**config.mk**
```make
export PLATFORM = sky130hd
export DESIGN_NAME = alu_arbiter
export DESIGN_NICKNAME = d
export VERILOG_FILES = /design/src/rtl/alu_arbiter_pkg.sv /design/src/rtl/alu16.sv /design/src/rtl/alu_arbiter.sv
export SDC_FILE = /design/constraint.sdc
export NUM_CORES = 1
export LEC_CHECK = 0
export CAP_MARGIN = 20
export CORE_ASPECT_RATIO = 1.4
export CORE_MARGIN = 2
export CORE_UTILIZATION = 45
export CTS_CLUSTER_SIZE = 14
export DETAILED_ROUTE_END_ITERATION = 7
export PLACE_DENSITY = 0.7
export SYNTH_ARGS = -nofsm -noshare
export SYNTH_HDL_FRONTEND = slang
export SYNTH_SLANG_ARGS = --single-unit
```
**constraint.sdc**
```tcl
create_clock -name clk -period 41.2 [get_ports clk]
set_input_delay 6.18 -clock clk [delete_from_list [all_inputs] [get_ports clk]]
set_output_delay 6.18 -clock clk [all_outputs]
set_load 0.01 [all_outputs]
```
**src/rtl/alu_arbiter_pkg.sv**
```systemverilog
// Shared definitions for the two-port ALU arbiter: opcodes, FSM encoding, port id.
package alu_arbiter_pkg;

    localparam logic [3:0] OP_ADD   = 4'b0000;
    localparam logic [3:0] OP_SUB   = 4'b0001;
    localparam logic [3:0] OP_AND   = 4'b0010;
    localparam logic [3:0] OP_OR    = 4'b0011;
    localparam logic [3:0] OP_XOR   = 4'b0100;
    localparam logic [3:0] OP_MUL   = 4'b0101;
    localparam logic [3:0] OP_DIV   = 4'b0111;
    localparam logic [3:0] OP_NOT   = 4'b1000;
    localparam logic [3:0] OP_MOD   = 4'b1001;
    localparam logic [3:0] OP_LOADI = 4'b1010;

    localparam logic [1:0] ST_IDLE = 2'b00;
    localparam logic [1:0] ST_EXEC = 2'b01;
    localparam logic [1:0] ST_RESP = 2'b10;

    typedef logic port_id_t;

endpackage

```
**src/rtl/alu16.sv**
```systemverilog
// Combinational 16-bit ALU; divide/modulo by zero and illegal opcodes give 0 with err set.
module alu16
    import alu_arbiter_pkg::*;
(
    input  logic [3:0]  op,
    input  logic [15:0] a,
    input  logic [15:0] b,
    output logic [15:0] result,
    output logic        err
);

    logic        div_zero;
    logic [15:0] divisor;

    assign div_zero = (b == 16'h0000);
    // Keep the divider away from a zero divisor so its output is never X.
    assign divisor  = div_zero ? 16'h0001 : b;

    always_comb begin
        result = 16'h0000;
        err    = 1'b0;
        case (op)
            OP_ADD:   result = a + b;
            OP_SUB:   result = a - b;
            OP_AND:   result = a & b;
            OP_OR:    result = a | b;
            OP_XOR:   result = a ^ b;
            OP_MUL:   result = a * b;
            OP_NOT:   result = ~a;
            OP_LOADI: result = a;
            OP_DIV: begin
                if (div_zero) err = 1'b1;
                else          result = a / divisor;
            end
            OP_MOD: begin
                if (div_zero) err = 1'b1;
                else          result = a % divisor;
            end
            default:  err = 1'b1;
        endcase
    end

endmodule

```
**src/rtl/alu_arbiter.sv**
```systemverilog
// Round-robin arbiter sharing one ALU between two requesters; IDLE -> EXEC -> RESP,
// response held until the owner's rsp_ready, and no new grant until back in IDLE.
module alu_arbiter
    import alu_arbiter_pkg::*;
(
    input  logic        clk,
    input  logic        rst_n,
    input  logic        req0_valid,
    output logic        req0_ready,
    input  logic [3:0]  req0_op,
    input  logic [15:0] req0_a,
    input  logic [15:0] req0_b,
    input  logic        req1_valid,
    output logic        req1_ready,
    input  logic [3:0]  req1_op,
    input  logic [15:0] req1_a,
    input  logic [15:0] req1_b,
    output logic        rsp0_valid,
    input  logic        rsp0_ready,
    output logic [15:0] rsp0_result,
    output logic        rsp0_err,
    output logic        rsp1_valid,
    input  logic        rsp1_ready,
    output logic [15:0] rsp1_result,
    output logic        rsp1_err,
    output logic        busy
);

    logic [1:0]  state;
    port_id_t    ptr;
    port_id_t    owner;
    logic [3:0]  lat_op;
    logic [15:0] lat_a;
    logic [15:0] lat_b;
    logic [15:0] res_q;
    logic        err_q;

    logic        alu_result_unused_guard;
    logic [15:0] alu_result;
    logic        alu_err;

    logic        any_req;
    port_id_t    grant_id;
    logic        grant;
    logic        owner_rdy;

    assign any_req  = req0_valid | req1_valid;
    // Pointer only decides ties; a lone requester wins regardless.
    assign grant_id = (req0_valid && req1_valid) ? ptr : port_id_t'(req1_valid);
    assign grant    = (state == ST_IDLE) && any_req;

    assign req0_ready = grant && (grant_id == 1'b0);
    assign req1_ready = grant && (grant_id == 1'b1);

    assign owner_rdy = (owner == 1'b0) ? rsp0_ready : rsp1_ready;

    always_ff @(posedge clk or negedge rst_n) begin
        if (!rst_n) begin
            state  <= ST_IDLE;
            ptr    <= 1'b0;
            owner  <= 1'b0;
            lat_op <= 4'h0;
            lat_a  <= 16'h0000;
            lat_b  <= 16'h0000;
            res_q  <= 16'h0000;
            err_q  <= 1'b0;
        end else begin
            case (state)
                ST_IDLE: begin
                    if (any_req) begin
                        owner  <= grant_id;
                        ptr    <= ~grant_id;
                        lat_op <= grant_id ? req1_op : req0_op;
                        lat_a  <= grant_id ? req1_a  : req0_a;
                        lat_b  <= grant_id ? req1_b  : req0_b;
                        state  <= ST_EXEC;
                    end
                end
                ST_EXEC: begin
                    res_q <= alu_result;
                    err_q <= alu_err;
                    state <= ST_RESP;
                end
                ST_RESP: begin
                    if (owner_rdy) state <= ST_IDLE;
                end
                default: state <= ST_IDLE;
            endcase
        end
    end

    alu16 u_alu (
        .op     (lat_op),
        .a      (lat_a),
        .b      (lat_b),
        .result (alu_result),
        .err    (alu_err)
    );

    assign alu_result_unused_guard = 1'b0;

    assign rsp0_valid  = (state == ST_RESP) && (owner == 1'b0);
    assign rsp1_valid  = (state == ST_RESP) && (owner == 1'b1);
    assign rsp0_result = (owner == 1'b0) ? res_q : 16'h0000;
    assign rsp1_result = (owner == 1'b1) ? res_q : 16'h0000;
    assign rsp0_err    = rsp0_valid & err_q;
    assign rsp1_err    = rsp1_valid & err_q;
    assign busy        = (state != ST_IDLE);

endmodule

```
# After elaboration in Yosys (flattened, before gate mapping)
# Cells that the tools add are included.
[totals] rom_bits=0 latch_bits=0 wordCells=65 ram_bits=0 n_memories=0 reg_bits=57 inputBits=78
[classes] n_mul=1 n_mux=16 addsub=2 eq_ne=13 n_bitwise=9 n_lt_le_gt_ge=0 n_div=2 n_shift=0 reduce_logical=14
[ops] cell="one-hot mux 16 bit (10 select lines)" count=1
[ops] cell="2-to-1 mux 16 bit" count=7
[ops] cell="adder 16 bit" count=1
[ops] cell="bitwise AND 16 bit" count=1
[ops] cell="divider 16 x 16 -> 16 bit" count=1
[ops] cell="zero test 16 bit" count=1
[ops] cell="remainder unit 16 x 16 -> 16 bit" count=1
[ops] cell="multiplier 16 x 16 -> 16 bit" count=1
[ops] cell="inverter 16 bit" count=1
[ops] cell="OR 16 bit" count=1
[ops] cell="subtractor 16 bit" count=1
[ops] cell="XOR 16 bit" count=1
[ops] cell="equality test 4 x 3 -> 1 bit, second input constant" count=3
[ops] cell="equality test 4 bit, second input constant" count=3
[ops] cell="equality test 4 x 2 -> 1 bit, second input constant" count=2
[ops] cell="OR reduction 8 bit" count=1
[ops] cell="logical AND 1 bit" count=6
[ops] cell="one-hot mux 2 bit (3 select lines)" count=1
[ops] cell="equality test 4 x 1 -> 1 bit, second input constant" count=1
[ops] cell="zero test 4 bit" count=1
[ops] cell="2-to-1 mux 2 bit" count=2
[ops] cell="2-to-1 mux 4 bit" count=1
[ops] cell="inequality test 2 bit, second input constant" count=2
[ops] cell="AND reduction 2 bit" count=2
[ops] cell="10 further kinds" count=14

# Longest topological paths before layout
# Gate-level depths: netlist of run 1.
[logic_depth] ltp_word=5 depth_mapped=138

# Hierarchy
# A second synthesis of run 1 with hierarchy kept.
[hier_totals] cells_unflattened=2261 hier_area_um2=17057.6
[modules_own_cells] mod="alu16" seq_area_each_um2=0.0 n_inst=1 area_per_inst_um2=14032.2 cells_each=1957
[modules_own_cells] mod="alu_arbiter" seq_area_each_um2=1426.4 n_inst=1 area_per_inst_um2=3025.4 cells_each=304

# Least setup slack after synthesis of run 1
# No wires, ideal clock.
[synth_timing] kind="register -> register" start="reg lat_b[1]" end="reg res_q[0]" path_buffers=11 path_slack_ps=12245 path_stages_with_launch=123 t_required_ps=41064 t_arrival_ps=28820 setup_time_ps=136 period_less_slack_ps=28955 cell_sequence="dfrtp_1 clkbuf_1 inv_1 clkbuf_1 ha_1 or3b_1 clkbuf_1 nor3_1 nand2_1 nand2_1 ha_1 o21a_1 o21ai_0 nor4_1 or2_2 ha_1 o211ai_1 a21o_1 [87 not listed] a221o_1 o31a_1 a31oi_2 buf_2 o21ai_0 fa_1 a211oi_1 o21ai_0 a211oi_1 o41ai_1 o21ai_0 nand2_1 a21oi_1 clkbuf_1 nor2_1 a311o_1 a21oi_1 o21ai_0"
[synth_between] elab_chain_cells=5 word_cells_on_any_way=7
[synth_rtl] element="from (decl)" line_no="alu_arbiter.sv:34" rtl="logic [15:0] lat_b;"
[synth_rtl] element="from (signal assigned)" line_no="alu_arbiter.sv:75" rtl="lat_b <= grant_id ? req1_b : req0_b;"
[synth_rtl] element="zero test 16 bit" line_no="alu16.sv:15" rtl="assign div_zero = (b == 16'h0000);"
[synth_rtl] element="2-to-1 mux 16 bit" line_no="alu16.sv:17" rtl="assign divisor = div_zero ? 16'h0001 : b;"
[synth_rtl] element="remainder unit 16 x 16 -> 16 bit or divider 16 x 16 -> 16 bit (tied branches)" line_no="alu16.sv:37, alu16.sv:33"
[synth_rtl] element="2-to-1 mux 16 bit, on equally long branches" line_no="alu16.sv:36, alu16.sv:32"
[synth_rtl] element="one-hot mux 16 bit (10 select lines) *" line_no="alu16.sv:22" rtl="case (op)"
[synth_rtl] element="to (signal assigned)" line_no="alu_arbiter.sv:80" rtl="res_q <= alu_result;"
[synth_rtl] element="to (decl)" line_no="alu_arbiter.sv:35" rtl="logic [15:0] res_q;"
# Mark *: on every way between the ends. The rest lies on a longest branch, timed or not.
# A chain may end at the register's enable or synchronous reset.

# Worst setup path in the final report of run 1
[layout_timing] start="reg lat_b[1]" end="reg res_q[14]"
# The elaborated chain is that of the path after synthesis.

==> qor.txt, run 1 <==
Outcome = complete, no violations
Cts bufs inserted = 9
Startpoint types = flip-flop
Worst r2r path cells = 127
Post-synthesis register bit count = 57
Cell variety after synth = 91
Worst setup margin = 6.44 ns
Cell Area, Synth = 0.0163 mm²
Cell with the most instances after synthesis = inv_1
GP Congestion = 1.06
Final setup vio count = 0
Maximum buffer depth of the clock tree = 2
Initial DRC count = 1533
CTS-repair resized insts = 0
Postcts setup bufs = 0
Die width = 165 µm
Htree depth = 3
Max cap viols = 0
R2R setup slack = 6.44 ns
Post-route minimum period = 34.76 ns
Top-Level Pins = 117
Gr busiest metal = met2
Final period utilization = 84.4%
Mapped Cells = 2169
GR Util met3 = 5.95%
Clock transition at the registers of the reported paths = 0.06 ns
DRT Pass-1 Iters = 6
Post-synth EDFFs = 0
Worst skew pair latency = 0.33 ns
Area share of the largest cell type after synthesis = 17.5%
Worst rel slew slack = 25.2%
Register area = 0.00143 mm²
RSZ-0062 raised after global routing = no
Worst path slowest cell = a21oi_1
Largest net degree at the start of global routing = 58
Synth Flop Type = dfrtp_1
Hold crit path type = flip-flop to flip-flop
Hold_sp = res_q[0]
First-pass GRT wire length = 97000 µm
Cell mode on critical path = ha_1
Fmax = 28.8 MHz
CTS tree = built
Synth top cells by count = inv_1, ha_1, nor2_1
Fin. max-slew vios = 0
Synth top area cells = ha_1, fa_1, dfrtp_1
Average routed wire per standard cell = 23.2 µm
Reg-to-Reg Start = lat_b[1]
DR vias = 17213
Post-layout util = 51.5%
Fin. Hold Viols = 0
Number of vias per cell = 6.33
Yosys warnings = 0
Grt met1 use = 37.4%
Critical-path maximum fanout = 21
CP arrival = 34.97 ns
CTS root buf = clkbuf_16
Hold Path End = res_q[0]
Crit. End Element = flip-flop
Total core area = 0.0357 mm²
Clk sink count = 57
Share of cells above drive strength 1 = 5.49%
CP peak stage delay = 0.76 ns
Hold_buf cts = 0
Grt ovf = 0
Detailed Route WL = 63100 µm
Filler cells = 3519
FFs w/ async S/R, synth = 100%
Critical path class = flip-flop to flip-flop
Grt met2 use = 56.4%
Hold Path Stages = 2
DIE HEIGHT = 229 µm
Initial core utilization = 45.5%
# diodes = 0
Final HPWL DP = 49500 µm
DP Area = 0.0180 mm²
Post-route DRC = 0
Vias in the first global route = 17321
Setup_tns = 0 ns
Top cell type by total area after synthesis = ha_1
Seq/Total Area, Yosys = 8.77%
Final ANT Viol Nets = 0
Rows = 82
Post-place setup slack = 7.25 ns
Post-Syn Nets = 2556
Antenna violations before repair = 0
CP Data Required Time = 41.41 ns
Synth-to-layout area growth = 13.1%
Reg2reg end = res_q[14]
GRT Util Overall = 33.4%
Port Buf Inserts = 116
Worst-Margin Slew = 1.11 ns
Post-route cell area = 0.0184 mm²
Synthesized area per cell = 7.50 µm²
Die area = 0.0377 mm²
Fin Clk Skew = 0.0141 ns
Post-layout nets = 2641
Multi-input combinational cell area = 0.0136 mm²
[flip-flops by register name, indices dropped and copies added, names as in the netlist]
signal  count
lat_op      4
state       2
err_q       1
lat_a      16
lat_b      16
owner       1
res_q      16
ptr         1
[worst max-delay path: cells and delay by family, from the launching register on]
family / cells / cell delay, ns
and+or+nand+nor: 39 / 8.42
AOI/OAI and AO/OA: 59 / 17.01
muxes: 2 / 0.73
DFF: 1 / 0.58
buffers and inverters: 11 / 2.26
adders and majority gates: 16 / 5.57
[cells by family (layout without fill, tap and decap cells)]
group	count (synthesis)	in the layout	synth area share, %
adders and majority gates	309	309	27.6
DFF	57	57	8.77
AOI/OAI and AO/OA	585	585	25.2
xor gates and xnor gates	154	154	8.30
buffers and inverters	334	424	7.84
and+or+nand+nor	695	695	20.0
muxes	35	35	2.34
[metrics by stage]
stage	hold WS [ns]	instances
final	0.509	2721
after global routing	0.559	2721
after CTS	0.518	2721
after detailed placement	0.500	2705
after global placement	0.491	2705
after floorplan	0.456	2169
[layer usage]
metal / vias up / part of all wire (%)
met5: - / 0
met4: 0 / 8.8
met3: 300 / 8.0
met2: 896 / 47
met1: 8125 / 36
li1: 7892 / -
[area by class of cell]
type	instances	share of cell area [%]
Clock buffer	9	1.23
Clock inverter	7	0.681
Inverter	240	4.90
Multi-Input combinational cell	1778	73.9
Sequential cell	57	7.76
Tap cell	462	3.14
Timing Repair Buffer	168	8.41
[worst max path at each step]
stage | start | endpoint | slack [ns] | cells past startpoint
finish | lat_b[1] | res_q[14] | 6.44 | 127
global route | lat_b[1] | res_q[14] | 3.95 | 127
CTS | lat_b[1] | res_q[14] | 7.14 | 126
detailed placement | lat_b[1] | res_q[14] | 7.25 | 126
global placement | lat_b[1] | res_q[14] | 8.27 | 126
floorplan | lat_b[1] | res_q[0] | 12.24 | 122
[placed cells by master, fill, tap and decap left out, drive strengths merged, types with 10 or more instances in the layout]
cell type	instances
dfrtp	57
a21o	51
o211ai	25
xor2	47
clkdlybuf4s50	115
or2	13
a221oi	22
or3	15
fa	82
inv	237
mux2i	17
o21ai	90
o21bai	14
buf	53
xnor2	107
mux2	18
a222oi	37
nand2b	20
a21oi	139
and2	27
a211oi	21
nor2	214
a221o	12
nor3	60
a31oi	28
ha	227
nor2b	36
nand3	39
nand4	12
and3	14
o31ai	10
nand2	210
o21a	35
Power of run 1 is not shown: default switching activity piles up to over one toggle a cycle in this logic, so the estimate is an artifact.
==> run 2: changes to the inputs <==
--- a/config.mk
+++ b/config.mk
@@ -11,7 +11,7 @@
 export CORE_UTILIZATION = 45
 export CTS_CLUSTER_SIZE = 14
 export DETAILED_ROUTE_END_ITERATION = 7
-export PLACE_DENSITY = 0.7
+export PLACE_DENSITY = 0.72
 export SYNTH_ARGS = -nofsm -noshare
 export SYNTH_HDL_FRONTEND = slang
 export SYNTH_SLANG_ARGS = --single-unit
==> constraint.sdc (replaced) <==
create_clock -name clk -period 28.6 [get_ports clk]
set_input_delay 4.29 -clock clk [delete_from_list [all_inputs] [get_ports clk]]
set_output_delay 4.29 -clock clk [all_outputs]
set_load 0.01 [all_outputs]
==> run 2 against run 1 <==
  * Via count up 2.5%
  * Register-to-register slack worse by 5.3 ns
  * Critical path depth down 6
  * Flip-flop and latch count unchanged
  * Fmax up 27%
  * First-iteration DRC count down 1.8%
  * Clock skew down 0.0039 ns
  * Non-clock buffer count up 64
  * Design area up 4.7%
  * Count of clock-buffer cells in the layout unchanged
  * Highest routed layer is now met5
==> qor.txt, run 2 (same netlist as run 1, synthesis figures left out) <==
Detailed Route WL = 64000 µm
Register area = 0.00143 mm²
Fin. Hold Viols = 0
Fin Clk Skew = 0.0102 ns
Multi-input combinational cell area = 0.0139 mm²
Total core area = 0.0357 mm²
Post-route minimum period = 27.44 ns
Share of cells above drive strength 1 = 10.8%
Most common cell after layout, fill and taps aside = inv_1
Worst setup margin = 1.16 ns
Antenna violations before repair = 1
Post-route cell area = 0.0192 mm²
Grt ovf = 0
DP Area = 0.0184 mm²
Htree depth = 3
Max cap viols = 0
Clock transition at the registers of the reported paths = 0.06 ns
DR vias = 17649
First-pass GRT wire length = 96500 µm
Largest net degree at the start of global routing = 58
Worst-Margin Slew = 1.14 ns
Hold crit path type = flip-flop to flip-flop
Gr busiest metal = met2
DRT Pass-1 Iters = 8
Post-route DRC = 0
Final setup vio count = 0
Initial core utilization = 45.5%
Most frequent cells in the layout = inv_1, ha_1, nand2_1
Final ANT Viol Nets = 0
Critical path class = flip-flop to flip-flop
DIE HEIGHT = 229 µm
CTS tree = built
Post-layout nets = 2705
CTS root buf = clkbuf_16
Outcome = complete, no violations
Final HPWL DP = 50600 µm
Die width = 165 µm
Critical-path maximum fanout = 19
CP Data Required Time = 28.85 ns
Rows = 82
Top flop regs = lat_a x16, lat_b x16, res_q x16
Worst path slowest cell = or4_1
Hold Path Stages = 2
Startpoint types = flip-flop
Initial DRC count = 1505
GR Util met3 = 4.83%
Cts bufs inserted = 9
GRT Util Overall = 33.3%
Port Buf Inserts = 116
CP arrival = 27.69 ns
Post-place setup slack = -0.418 ns
Filler cells = 3441
Top-Level Pins = 117
Grt met2 use = 56.4%
Worst rel slew slack = 23.5%
Clk sink count = 57
# diodes = 0
Worst r2r path cells = 121
Vias in the first global route = 17520
Number of vias per cell = 6.34
Final period utilization = 95.9%
Grt met1 use = 37.7%
Crit. End Element = flip-flop
GP Congestion = 1.02
Cell mode on critical path = ha_1
Die area = 0.0377 mm²
CP peak stage delay = 0.60 ns
Maximum buffer depth of the clock tree = 2
Worst skew pair latency = 0.34 ns
Synth-to-layout area growth = 18.3%
Average routed wire per standard cell = 23.0 µm
Fmax = 36.4 MHz
Fin. max-slew vios = 0
Setup_tns = 0 ns
[run 2: changes by cell type in the layout (fill, tap and decap cells not counted), sizes merged]
| cell | previous run | this run |
|---|---|---|
| buf | 53 | 117 |
[run 2: through the flow]
stage | util, % | hold WS (ns) | instances
final | 53.9 | 0.510 | 2785
after global routing | 53.9 | 0.551 | 2785
after CTS | 52.6 | 0.516 | 2765
after detailed placement | 51.5 | 0.502 | 2749
after global placement | 51.5 | 0.490 | 2749
after floorplan | - | 0.456 | 2169
[run 2: repair_timing]
action,in CTS,in global routing
hold buffers,0,0
pin swaps,0,22
setup endpoints to repair,16,16
gates resized for setup,12,72
cloned,0,1
buffers inserted,0,19
[run 2: layout make-up]
cell class | count | area share (%)
clock buffer | 9 | 1.17
clock inverter | 7 | 0.650
inverter | 240 | 4.68
multi-input combinational | 1778 | 72.5
sequential | 57 | 7.41
tap | 462 | 3.00
timing repair buffer | 232 | 10.6
[run 2: layer usage]
layer  wire, µm  vias to the layer above
met4       5930                        2
met1      23100                     8389
met5         18                        -
met2      30100                      896
li1           -                     8036
met3       4850                      326
[run 2: final timing paths]
| path | from | to | slack, ns |
|---|---|---|---|
| max in group asynchronous | rst_n | lat_b[0] | 24.01 |
| max | lat_b[0] | res_q[8] | 1.16 |
| max reg2reg | lat_b[0] | res_q[8] | 1.16 |
| min in group asynchronous | rst_n | res_q[7] | 4.10 |
| min | res_q[0] | res_q[0] | 0.51 |
| min reg2reg | res_q[0] | res_q[0] | 0.51 |
[run 2: critical path, delay by kind of cell, from the launching register on]
kind / cells / cell delay, ns
buffers and inverters: 10 / 1.50
and+or+nand+nor: 28 / 5.65
DFF: 1 / 0.40
AOI/OAI and AO/OA: 61 / 12.92
adders and majority gates: 16 / 4.73
muxes: 6 / 2.12
Power of run 2 is left out for the same reason.
==> run 3: changes to the inputs <==
--- a/config.mk
+++ b/config.mk
@@ -11,7 +11,8 @@
 export CORE_UTILIZATION = 45
 export CTS_CLUSTER_SIZE = 14
 export DETAILED_ROUTE_END_ITERATION = 7
-export PLACE_DENSITY = 0.72
+export PLACE_DENSITY = 0.66
+export SKIP_CTS_REPAIR_TIMING = 1
 export SYNTH_ARGS = -nofsm -noshare
 export SYNTH_HDL_FRONTEND = slang
 export SYNTH_SLANG_ARGS = --single-unit
==> run 3 against run 2 <==
  * The flow now finishes with violations (design-rule violations)
  * Clock skew barely moved
  * Die area stayed put
  * Flip-flop and latch count unchanged
  * Design area increased by 1.2%
  * Fmax grew 0.25%
  * Worst hold slack improved by 0.0027 ns
  * Count of clock-buffer cells in the layout stayed put
  * Critical path depth unchanged
  * Register-to-register slack better by 0.07 ns
  * Sequential share of layout area is 0.080 points lower
  * Setup slack better by 0.069 ns
==> qor.txt, run 3 (same netlist as run 1, synthesis figures left out) <==
Setup_tns = 0 ns
Post-layout nets = 2727
Grt ovf = 0
CTS tree = built
# diodes = 0
Worst-Margin Slew = 1.11 ns
Fin. max-slew vios = 0
Startpoint types = flip-flop
Port Buf Inserts = 116
CP Data Required Time = 28.79 ns
DIE HEIGHT = 229 µm
Most frequent cells in the layout = inv_1, ha_1, nand2_1, nor2_1, buf_4
Htree depth = 3
Top flop regs = lat_a x16, lat_b x16, res_q x16
Fmax = 36.5 MHz
Fin Clk Skew = 0.00992 ns
Critical path class = flip-flop to flip-flop
DRT Pass-1 Iters = 8
CP arrival = 27.56 ns
CP peak stage delay = 0.52 ns
Final period utilization = 95.7%
Outcome = complete, but fails checks
Die width = 165 µm
Worst rel slew slack = 25.6%
Share of cells above drive strength 1 = 12.1%
Detailed Route WL = 64900 µm
Critical-path maximum fanout = 14
Hold_sp = res_q[0]
Post-route minimum period = 27.37 ns
Cts bufs inserted = 9
DR vias = 17581
Vias in the first global route = 17349
Post-route DRC = 2
Rows = 82
DP Area = 0.0185 mm²
Initial core utilization = 45.5%
Fin. Hold Viols = 0
Post-route cell area = 0.0195 mm²
Final setup vio count = 0
Die area = 0.0377 mm²
Worst path slowest cell = or4_4
Top-Level Pins = 117
Largest net degree at the start of global routing = 58
First-pass GRT wire length = 97600 µm
Total core area = 0.0357 mm²
Clk sink count = 57
Crit path from = lat_b[13]
Antenna violations before repair = 1
Synth-to-layout area growth = 19.7%
Worst Hold Slack = 0.513 ns
Violated checks = design-rule violations
Worst skew pair latency = 0.34 ns
Cell mode on critical path = ha_1
Final HPWL DP = 50700 µm
Max cap viols = 0
Hold crit path type = flip-flop to flip-flop
Reg-to-Reg Start = lat_b[13]
Post-layout util = 54.5%
Crit. End Element = flip-flop
Initial DRC count = 1647
GRT Util Overall = 33.8%
Number of vias per cell = 6.26
Final ANT Viol Nets = 0
CTS root buf = clkbuf_16
Clock transition at the registers of the reported paths = 0.06 ns
Most common cell after layout, fill and taps aside = inv_1
Maximum buffer depth of the clock tree = 2
GP Congestion = 1.01
Average routed wire per standard cell = 23.1 µm
## run 3: cell count changes in the layout (fill, tap and decap cells not counted), sizes merged
cell      delta
bufinv       -1
buf         +21
o21ai        +1
inv          -1
clkinvlp     +1
clkinv       +1
## run 3: metrics by stage
stage               setup WS [ns]  instances
floorplan                  0.0624       2169
global placement          -0.0698       2759
detailed placement         -0.842       2759
CTS                        -0.970       2775
global route               -0.217       2807
finish                       1.23       2807
## run 3: area by class of cell
type | instances | area (µm²)
Inverter | 240 | 901
Clock buffer | 9 | 225
Clock inverter | 7 | 103
Timing Repair Buffer | 253 | 2190
Multi-Input combinational cell | 1779 | 14000
Tap cell | 462 | 578
Fill cell | 3479 | 16200
Sequential cell | 57 | 1430
## run 3: path summary, 6_finish.rpt
kind / endpoint / cells after the start / slack (ns)
worst max-delay path: res_q[0] / 121 / 1.23
worst min-delay path: res_q[0] / 2 / 0.51
worst max register to register: res_q[0] / 121 / 1.23
worst min register to register: res_q[0] / 2 / 0.51
max in group asynchronous: lat_b[13] / 2 / 23.98
min in group asynchronous: ptr / 2 / 4.09
## run 3: worst max-delay path, delay by kind of cell, from the launching register on
| family | cells | cell delay (ns) |
|---|---|---|
| flops | 1 | 0.50 |
| mux | 2 | 0.79 |
| fa+ha+maj | 15 | 4.66 |
| simple gates | 32 | 4.95 |
| buf+inv | 10 | 1.63 |
| compound gates | 62 | 14.59 |
## run 3: per-layer routing
metal	part of all wire [%]	vias up	GRT usage (%)
met5	0.022	-	0
met4	7.6	2	21.8
met3	7.2	289	5.57
met2	48	876	57.3
met1	37	8353	39.0
li1	-	8061	-
Power of run 3 is left out for the same reason.
